## config.mk

```make
export PLATFORM = sky130hd
export DESIGN_NAME = bram_wave_player
export DESIGN_NICKNAME = d
export VERILOG_FILES = /design/src/rtl/bram_player_pkg.sv /design/src/rtl/valid_delay_line.sv /design/src/rtl/bram_wave_player.sv
export SDC_FILE = /design/constraint.sdc
export NUM_CORES = 1
export LEC_CHECK = 0
export BUFFER_PORTS_ARGS = -buffer_cell sky130_fd_sc_hd__buf_2
export CAP_MARGIN = 25
export CELL_PAD_IN_SITES_DETAIL_PLACEMENT = 2
export CELL_PAD_IN_SITES_GLOBAL_PLACEMENT = 2
export CORE_MARGIN = 1.5
export CORE_UTILIZATION = 29
export DETAILED_ROUTE_END_ITERATION = 6
export GPL_TIMING_DRIVEN = 0
export PLACE_DENSITY_LB_ADDON = 0.1
export SLEW_MARGIN = 30
export SYNTH_ARGS = -nofsm -noshare
export SYNTH_HDL_FRONTEND = slang
export SYNTH_SLANG_ARGS = --single-unit
export TNS_END_PERCENT = 50
```

## constraint.sdc

```tcl
create_clock -name clk -period 3.6 [get_ports clk]
set_input_delay 0.72 -clock clk [delete_from_list [all_inputs] [get_ports clk]]
set_output_delay 0.72 -clock clk [all_outputs]
set_load 0.03 [all_outputs]
```

## src/rtl/bram_player_pkg.sv

```systemverilog
`default_nettype none
// ============================================================================
// Package  : bram_player_pkg
// Purpose  : shared mode codes, FSM states and read-latency bounds for the player
// Revision : 1.0 - initial release
// ============================================================================
package bram_player_pkg;

  localparam logic [1:0] MODE_ONESHOT    = 2'd0;
  localparam logic [1:0] MODE_CONTINUOUS = 2'd1;
  localparam logic [1:0] MODE_REPEAT     = 2'd2;

  localparam int RD_LAT_MIN = 1;
  localparam int RD_LAT_MAX = 4;

  typedef enum logic [1:0] {
    ST_IDLE  = 2'd0,
    ST_RUN   = 2'd1,
    ST_FLUSH = 2'd2
  } state_t;

  function automatic bit rd_lat_ok(input int lat);
    return (lat >= RD_LAT_MIN) && (lat <= RD_LAT_MAX);
  endfunction

endpackage
`default_nettype wire

```

## src/rtl/valid_delay_line.sv

```systemverilog
`default_nettype none
// ============================================================================
// Module   : valid_delay_line
// Purpose  : clearable shift register carrying the BRAM read strobe
// Revision : 1.0 - initial release
// ============================================================================
module valid_delay_line #(
  parameter int DEPTH = 2
) (
  input  logic             clk,
  input  logic             rst,
  input  logic             strobe_i,
  output logic [DEPTH-1:0] taps_o
);

  logic [DEPTH-1:0] taps_q;

  // Bit k holds the strobe issued k+1 cycles ago.
  always_ff @(posedge clk) begin
    if (rst) begin
      taps_q <= '0;
    end else begin
      taps_q <= DEPTH'({taps_q, strobe_i});
    end
  end

  assign taps_o = taps_q;

endmodule
`default_nettype wire

```

## src/rtl/bram_wave_player.sv

```systemverilog
`default_nettype none
// ============================================================================
// Module   : bram_wave_player
// Purpose  : multi-channel BRAM waveform sequencer with decimation and pass control
// Revision : 1.0 - initial release
// ============================================================================
module bram_wave_player
  import bram_player_pkg::*;
#(
  parameter int ADDR_WIDTH = 8,
  parameter int DATA_WIDTH = 14,
  parameter int N_CH       = 2,
  parameter int RD_LAT     = 1
) (
  input  logic                       clk,
  input  logic                       rst,
  input  logic                       en,
  input  logic                       stop,
  input  logic [1:0]                 mode,
  input  logic [15:0]                repeat_count,
  input  logic [31:0]                dec_rate,
  input  logic [ADDR_WIDTH-1:0]      start_addr,
  input  logic [ADDR_WIDTH-1:0]      end_addr,
  input  logic [N_CH*DATA_WIDTH-1:0] default_value,
  output logic [ADDR_WIDTH-1:0]      bram_addr,
  output logic                       bram_en,
  output logic                       bram_we,
  input  logic [N_CH*DATA_WIDTH-1:0] bram_data_i,
  output logic [N_CH*DATA_WIDTH-1:0] data_o,
  output logic                       data_valid,
  output logic                       busy,
  output logic                       wrap,
  output logic                       done
);

  localparam int DW = N_CH * DATA_WIDTH;

  if (!rd_lat_ok(RD_LAT)) begin : g_rd_lat_check
    $error("bram_wave_player: RD_LAT must lie in 1..4");
  end

  state_t                state_q, state_d;
  logic                  en_q;
  logic [1:0]            mode_q, mode_d;
  logic [15:0]           rc_q, rc_d;
  logic [31:0]           dec_rate_q, dec_rate_d;
  logic [ADDR_WIDTH-1:0] start_q, start_d;
  logic [ADDR_WIDTH-1:0] end_q, end_d;
  logic [ADDR_WIDTH-1:0] addr_q, addr_d;
  logic [31:0]           dec_q, dec_d;
  logic [15:0]           pass_q, pass_d;
  logic [2:0]            flush_q, flush_d;
  logic                  wrap_q, wrap_d;
  logic                  done_q, done_d;
  logic [DW-1:0]         data_q, data_d;

  logic [RD_LAT:0]       taps;
  logic [15:0]           passes;
  logic                  start_go;
  logic                  rd_strobe;
  logic                  more_passes;

  // stop outranks a simultaneous start edge in every state.
  assign start_go  = en & ~en_q & ~stop;
  assign rd_strobe = (state_q == ST_RUN) && (dec_q == 32'd0) && !stop;

  always_comb begin
    passes = 16'd1;
    case (mode_q)
      MODE_REPEAT: passes = (rc_q == 16'd0) ? 16'd1 : rc_q;
      default:     passes = 16'd1;
    endcase
  end

  assign more_passes = (mode_q == MODE_CONTINUOUS) || (pass_q != passes - 16'd1);

  always_comb begin
    state_d    = state_q;
    mode_d     = mode_q;
    rc_d       = rc_q;
    dec_rate_d = dec_rate_q;
    start_d    = start_q;
    end_d      = end_q;
    addr_d     = addr_q;
    dec_d      = dec_q;
    pass_d     = pass_q;
    flush_d    = flush_q;
    wrap_d     = 1'b0;
    done_d     = 1'b0;

    if (start_go) begin
      mode_d     = (mode == 2'd3) ? MODE_ONESHOT : mode;
      rc_d       = repeat_count;
      dec_rate_d = dec_rate;
      start_d    = start_addr;
      end_d      = end_addr;
      addr_d     = start_addr;
      dec_d      = 32'd0;
      pass_d     = 16'd0;
      flush_d    = 3'd0;
      state_d    = ST_RUN;
    end else begin
      case (state_q)
        ST_IDLE: ;
        ST_RUN: begin
          if (stop) begin
            state_d = ST_FLUSH;
            flush_d = 3'd0;
          end else if (dec_q == dec_rate_q) begin
            dec_d = 32'd0;
            if (addr_q == end_q) begin
              if (more_passes) begin
                addr_d = start_q;
                wrap_d = 1'b1;
                if (mode_q != MODE_CONTINUOUS) pass_d = pass_q + 16'd1;
              end else begin
                state_d = ST_FLUSH;
                flush_d = 3'd0;
              end
            end else begin
              addr_d = addr_q + ADDR_WIDTH'(1);
            end
          end else begin
            dec_d = dec_q + 32'd1;
          end
        end
        ST_FLUSH: begin
          // RD_LAT+1 cycles drains every strobe still in the delay line.
          if (flush_q == 3'(RD_LAT)) begin
            state_d = ST_IDLE;
            done_d  = 1'b1;
          end else begin
            flush_d = flush_q + 3'd1;
          end
        end
        default: state_d = ST_IDLE;
      endcase
    end

    data_d = data_q;
    if (taps[RD_LAT-1]) begin
      data_d = bram_data_i;
    end else if ((state_q == ST_IDLE) && !(|taps)) begin
      data_d = default_value;
    end
  end

  always_ff @(posedge clk) begin
    if (rst) begin
      state_q    <= ST_IDLE;
      en_q       <= 1'b0;
      mode_q     <= MODE_ONESHOT;
      rc_q       <= 16'd0;
      dec_rate_q <= 32'd0;
      start_q    <= '0;
      end_q      <= '0;
      addr_q     <= '0;
      dec_q      <= 32'd0;
      pass_q     <= 16'd0;
      flush_q    <= 3'd0;
      wrap_q     <= 1'b0;
      done_q     <= 1'b0;
      data_q     <= '0;
    end else begin
      state_q    <= state_d;
      en_q       <= en;
      mode_q     <= mode_d;
      rc_q       <= rc_d;
      dec_rate_q <= dec_rate_d;
      start_q    <= start_d;
      end_q      <= end_d;
      addr_q     <= addr_d;
      dec_q      <= dec_d;
      pass_q     <= pass_d;
      flush_q    <= flush_d;
      wrap_q     <= wrap_d;
      done_q     <= done_d;
      data_q     <= data_d;
    end
  end

  valid_delay_line #(
    .DEPTH(RD_LAT + 1)
  ) u_valid_dly (
    .clk     (clk),
    .rst     (rst),
    .strobe_i(rd_strobe),
    .taps_o  (taps)
  );

  assign bram_addr  = addr_q;
  assign bram_en    = rd_strobe;
  assign bram_we    = 1'b0;
  assign data_o     = data_q;
  assign data_valid = taps[RD_LAT];
  assign busy       = (state_q != ST_IDLE);
  assign wrap       = wrap_q;
  assign done       = done_q;

endmodule
`default_nettype wire

```

==> metrics.md, run 1 <==
| Metric | Value |
|---|---|
| Data required, critical path | `3960 ps` |
| Final net count | `~1400` |
| Synth Flop Type | `dfxtp_1` |
| Synth Instances | `1048` |
| Area Growth Syn to Fin | `27.1%` |
| R2R Path Start | `rc_q[8]` |
| Post-synth net total | `1181` |
| Worst-path fanout max | `8` |
| CTS Hold Bufs | `0` |
| Fill count | `~3400` |
| Die Span Y | `approximately 170 um` |
| Cts bufs inserted | `17` |
| # IOs | `168` |
| Gpl congestion | `between 0.7 and 0.8` |
| Die ar. | `around 30000 um2` |
| Largest net degree at the start of global routing | `17` |
| Drt first-iter violations | `between 200 and 300` |
| Clock Latency Late Sink | `about 440 ps` |
| Mean post-synth cell area | `about 8.0 um2` |
| Vias per cell | `about 5` |
| Register area share after synthesis | `about two fifths` |
| Power Density | `~430 nW/um2` |
| Dpl cell area | `about 9700 um2` |
| Final setup violation count | `0` |
| DRC violations left | `0` |
| Status | `finished clean` |
| Post-Route WL | `31200 um` |
| Vias post-DR | `about 8300` |
| Slew HR | `about 47%` |
| Fin crit period | `3560 ps` |
| Mapped Area | `roughly 8400 um2` |
| Critical path class | `flip-flop to flip-flop` |
| Min-delay worst type | `flip-flop to flip-flop` |
| RSZ-0062 raised after global routing | `true` |
| Clk buf depth | `2` |
| Setup TNS | `0 ps` |
| Critical Path Start | `rc_q[8]` |
| WP data arrival | `between 3000 and 4000 ps` |
| CTS clk-pin slew, worst paths | `about 80 ps` |
| Final instance area | `around 11000 um2` |
| Reg2reg path depth | `14` |
| Diodes inserted | `0` |
| IO Port Bufs | `between 150 and 200` |
| Setup Skew | `around 18 ps` |
| Critical Path Start Type | `flip-flop` |
| Worst hold stages | `2` |
| DP HPWL | `about 24000 um` |
| First-pass GRT wire length | `a little under 50000 um` |
| Core Region | `28500 um2` |
| Reg2reg setup slack | `slightly above 40 ps` |
| GRT Total Usage | `21.0%` |
| Die extent in x | `between 150 and 200 um` |
| Layout cells sized above 1 | `about 22%` |
| Most common cell after layout, fill and taps aside | `nand2_1` |
| Synth async-reset ratio | `0%` |
| Final Hold Fails | `0` |
| CTS Root Cell | `clkbuf_16` |
| Dpl ws | `-958 ps` |
| Flops & latches, synth | `160` |
| CP Capture Type | `flip-flop` |
| Number of enable flip-flop cells after synthesis | `0` |
| Fmax | `~280 MHz` |
| Peak VDD IR | `roughly 300 uV` |
| Vias in the first global route | `~8900` |
| Crit share post-route | `between 90% and 100%` |
| Initial antenna violation count | `0` |
| FP Rows | `62` |
| Starting Density | `29.4%` |
| Hold path start | `start_q[4]` |
| LEAKAGE | `around 4.1 nW` |
| Crit path setup slack, layout | `slightly above 40 ps` |
| Clock sink count | `160` |
| Synth Warn # | `0` |
| Pins over their slew limit | `0` |
| H-tree depth | `4` |
| Worst Tran Pin Value | `800 ps` |
| Synth unique cells | `between 70 and 80` |
| Grt total ovfl | `0` |
| CTS tree | `built` |
| WL/cell | `19.0 um` |
| Pre-antenna DRT Iters | `4` |
| Max Cap Violations | `0` |
| Fin Hold WS | `roughly 470 ps` |
| ANT nets after route | `0` |
| Final Core Density | `a little under two fifths` |
| Most frequent cells in the layout | `197 x nand2_1, 167 x buf_2, 151 x dfxtp_1` |
cells by family (layout without fill, tap and decap cells):
group,after synthesis,count (layout),synth area share (%)
mux,44,44,5.27
other cells,1,1,0.0447
xor+xnor,88,88,9.36
buf+inv,81,291,3.94
fa+ha+maj,7,7,1.04
simple gates,474,474,27.2
compound gates,193,193,14.9
flops,160,160,38.2
final timing paths:
path                end
max          flush_q[2]
min          start_q[4]
max reg2reg  flush_q[2]
min reg2reg  start_q[4]
report_power, final:
group          internal, mW  switching [mW]  leakage, nW
Sequential             1.84          0.0643         1.31
Clock                  1.08           0.845        0.293
Combinational         0.261           0.456         2.46
flip-flops by register name, indices dropped and copies added (netlist names), 2 cells and up:
register and flops:
end_q 8, bram_addr 8, mode_q 2, data_o 28, dec_rate_q 32, dec_q 32, pass_q 16, flush_q 3
u_valid_dly.taps_o 2, state_q 2, start_q 8, rc_q 16
cells in the mapped netlist, types with 2 or more instances:
library cell  instances  area share (%)
o31a_1                2            0.21
and3_1                9            0.67
xnor2_1              51             5.3
nor3b_1               3            0.27
ha_1                  7             1.0
nor2_1               96             4.3
and4_1                9            0.94
nor2b_1               5            0.37
and2_1                4            0.30
dfxtp_1             160              38
o21a_1                4            0.36
or4_1                 9            0.81
a31oi_1               7            0.52
o211ai_1              9            0.81
a2111oi_0             5            0.52
o21bai_1              3            0.27
nand3_1              36             2.1
o21ai_0              14            0.84
buf_4                 2            0.18
nor3_1               15            0.90
or2_2                 6            0.45
buf_2                 3            0.18
o32ai_1               2            0.21
nand4_1              24             1.8
a211oi_1             33             3.0
xor2_1               36             3.8
nand3b_1              8            0.72
buf_1                 5            0.22
or4b_2                2            0.24
nand2_1             197             8.8
a21oi_1              87             5.2
nor4_1               20             1.5
a211o_1               3            0.31
or3_1                11            0.82
a21o_1                5            0.45
o31ai_1               2            0.18
o2111ai_1             2            0.21
inv_1                11            0.49
mux2i_1              43             5.1
clkbuf_1             57             2.6
buf_6                 2            0.27
nand2b_1              7            0.52
a22oi_1               2            0.18
critical path, stage by stage, from the launching register on:
cell and delay, ps:
dfxtp_4 370, nor4_4 340, and4_4 280, a311oi_1 90
ha_2 270, buf_12 140, xor2_4 150, mux2i_1 150
o22ai_2 250, nand4_1 180, nor4_4 230, nand3_4 230
o31a_1 350, or3_4 330, a21oi_2 110
metrics by stage:
step                instances  power, mW
floorplan                1048       2.36
global placement         1598       2.62
detailed placement       1598       2.64
CTS                      1631       4.59
global route             1642       4.76
finish                   1642       4.55
per-layer routing:
layer | up-vias | part of all wire, % | track usage [%]
li1 | 4062 | - | -
met1 | 4098 | 46 | 26.7
met2 | 123 | 50 | 36.8
met3 | 33 | 2.7 | 3.17
met4 | 0 | 1.6 | 5.76
met5 | - | 0 | 0
repair_timing:
item / CTS / global route
buffers inserted: 8 / 11
pin swaps: 11 / 13
endpoints found under the hold margin: 0 / 0
endpoints found under the setup margin: 30 / 30
resized for setup: 29 / 28
cell type report:
type	instances	area [um2]	share of cell area, %
flip-flops and latches	160	3220	30.2
multi-input cells	807	5030	47.2
plain buffers	62	283	2.65
clock inverters	13	149	1.40
well taps	384	480	4.51
clock buffers	19	453	4.25
inverters	12	45.0	0.423
repair buffers	185	998	9.37
No activity file was read; power rests on OpenSTA's default activity.
==> run 2, diff against run 1 <==
PLACE_DENSITY = 0.74   (was unset)
PLACE_DENSITY_LB_ADDON = unset   (was 0.1)
==> metrics.md, run 2 (synthesized netlist as in run 1, its figures left out) <==
| Metric | Value |
|---|---|
| Clk buf depth | `2 (unchanged)` |
| LEAKAGE | `4.13 nW (was 4.06 nW)` |
| Vias per cell | `5.17 (was 5.06)` |
| Critical path class | `flip-flop to flip-flop (unchanged)` |
| FF/Latch Area | `3220 um2 (about the same)` |
| Largest net degree at the start of global routing | `18 (was 17)` |
| Vias post-DR | `8534 (was 8316)` |
| Worst-path fanout max | `7 (was 8)` |
| Final Hold Fails | `0 (unchanged)` |
| Fmax | `279 MHz (was 281 MHz)` |
| RSZ-0062 raised after global routing | `true (unchanged)` |
| Most frequent cells in the layout | `197 x nand2_1, 166 x buf_2, 150 x dfxtp_1 (was 197 x nand2_1, 167 x buf_2, 151 x dfxtp_1)` |
| Crit-path cells | `nor4_4 > and4_4 > a311oi_2 > ha_2 > buf_6 > xor2_4 > mux2i_1 > o22ai_2 > nand4_1 > nor4_4 > nand3_4 > buf_4 > o21bai_4 > buf_4 > nand3_1 > a31oi_1 (was nor4_4 > and4_4 > a311oi_1 > ha_2 > buf_12 > xor2_4 > mux2i_1 > o22ai_2 > nand4_1 > nor4_4 > nand3_4 > o31a_1 > or3_4 > a21oi_2)` |
| Dpl cell area | `9720 um2 (unchanged)` |
| Critical Path Start Type | `flip-flop (unchanged)` |
| CTS Hold Bufs | `0 (unchanged)` |
| DRC violations left | `0 (unchanged)` |
| Data required, critical path | `3960 ps (about the same)` |
| Fill count | `3341 (was 3381)` |
| Initial antenna violation count | `1 (was 0)` |
| WL/cell | `19.1 um (was 19.0 um)` |
| Crit share post-route | `99.6% (was 98.9%)` |
| WP data arrival | `3950 ps (was 3920 ps)` |
| FP Rows | `62 (unchanged)` |
| Pre-antenna DRT Iters | `4 (unchanged)` |
| Die Span Y | `173 um (unchanged)` |
| Setup TNS | `0 ps (unchanged)` |
| CP Capture Type | `flip-flop (unchanged)` |
| Footprint of the multi-input gates | `5060 um2 (was 5030 um2)` |
| Grt total ovfl | `0 (unchanged)` |
| Gpl congestion | `0.880 (was 0.793)` |
| # IOs | `168 (unchanged)` |
| WP buf/inv | `3 (was 1)` |
| GRT Total Usage | `21.0% (about the same)` |
| CTS clk-pin slew, worst paths | `80 ps (about the same)` |
| Final net count | `1385 (was 1378)` |
| Pins over their slew limit | `0 (unchanged)` |
| Min-delay worst type | `flip-flop to flip-flop (unchanged)` |
| Largest stage delay on the critical path | `380 ps (was 370 ps)` |
| Worst Tran Pin Value | `812 ps (was 800 ps)` |
| Slew HR | `45.7% (was 46.7%)` |
| Max Cap Violations | `0 (unchanged)` |
| ANT nets after route | `0 (unchanged)` |
| IO Port Bufs | `166 (unchanged)` |
| Power Density | `440 nW/um2 (was 427 nW/um2)` |
| Die extent in x | `173 um (unchanged)` |
| Clock sink count | `160 (unchanged)` |
| Starting Density | `29.4% (unchanged)` |
| Status | `finished clean (unchanged)` |
| Final instance area | `10800 um2 (was 10700 um2)` |
| Post-Route WL | `31500 um (was 31200 um)` |
| CP delay by family, top | `simple AND/OR/NAND/NOR gates (unchanged)` |
| Peak VDD IR | `264 uV (was 299 uV)` |
| CTS Root Cell | `clkbuf_16 (unchanged)` |
| Drt first-iter violations | `342 (was 291)` |
| Clock Latency Late Sink | `440 ps (about the same)` |
| Fin crit period | `3590 ps (was 3560 ps)` |
| CTS tree | `built (unchanged)` |
| Die ar. | `29900 um2 (unchanged)` |
| Layout cells sized above 1 | `22.9% (was 21.9%)` |
| DP HPWL | `23400 um (was 23500 um)` |
| H-tree depth | `4 (unchanged)` |
| Cts bufs inserted | `17 (unchanged)` |
| Final setup violation count | `0 (unchanged)` |
| First-pass GRT wire length | `50000 um (was 49600 um)` |
| Area Growth Syn to Fin | `28.7% (was 27.1%)` |
| Slowest library cell on the worst path | `nor4_4 (was dfxtp_4)` |
| Core Region | `28500 um2 (unchanged)` |
| Vias in the first global route | `9060 (was 8892)` |
| Setup Skew | `24.4 ps (was 18.1 ps)` |
| Most common cell after layout, fill and taps aside | `nand2_1 (unchanged)` |
-- run 2: timing repair --
action	in CTS	in global routing
setup endpoints to repair	30	29
pin swaps	9	17
setup buffers	8	18
gates resized for setup	30	36
-- run 2: layer usage --
metal | global-route usage, % | up-vias | wire (um)
met5 | 0 | - | 0
met4 | 5.83 | 0 | 542
met3 | 3.65 | 39 | 972
met2 | 37.3 | 150 | 16100
met1 | 26.0 | 4249 | 13900
li1 | - | 4096 | -
-- run 2: path summary, 6_finish.rpt --
kind	to	cells past startpoint	from	slack, ps
setup / recovery	bram_addr[4]	16	rc_q[8]	10
hold / removal	start_q[3]	2	start_q[3]	460
setup reg to reg	bram_addr[4]	16	rc_q[8]	10
hold reg to reg	start_q[3]	2	start_q[3]	460
-- run 2: report_power, final --
group / total (mW) / internal (mW) / switching (mW)
clock: 2.09 / 1.20 / 0.885
combinational: 0.751 / 0.286 / 0.466
sequential: 1.91 / 1.84 / 0.0674
total: 4.75 / 3.33 / 1.42
-- run 2: per-stage QoR --
stage | hold WS (ps) | cells | worst slack (ps) | util (%) | total power, mW
6_report | 463 | 1650 | 14.9 | 37.8 | 4.75
5_1_grt | 485 | 1650 | -144 | 37.8 | 4.96
4_1_cts | 464 | 1631 | 5.20 | 36.9 | 4.77
3_5_place_dp | 453 | 1598 | -867 | 34.1 | 2.63
3_3_place_gp | 445 | 1598 | -889 | 34.1 | 2.61
2_1_floorplan | 433 | 1048 | 69.8 | - | 2.36
-- run 2: tightest hold or removal path, delay by kind of cell (launching register included) --
kind / cells / cell delay [ps]
AND/OR/NAND/NOR: 1 / 50
flip-flops: 1 / 320
AO/OA/AOI/OAI: 1 / 50
-- run 2: cell type report --
cell class                      count  area share (%)
Tap cell                          384            4.45
Clock buffer                       17            3.94
Sequential cell                   160            29.8
Timing Repair Buffer              192            9.58
Buffer                             62            2.64
Inverter                           12           0.417
Multi-Input combinational cell    807            46.9
Antenna cell                        1          0.0232
Clock inverter                     15            2.20
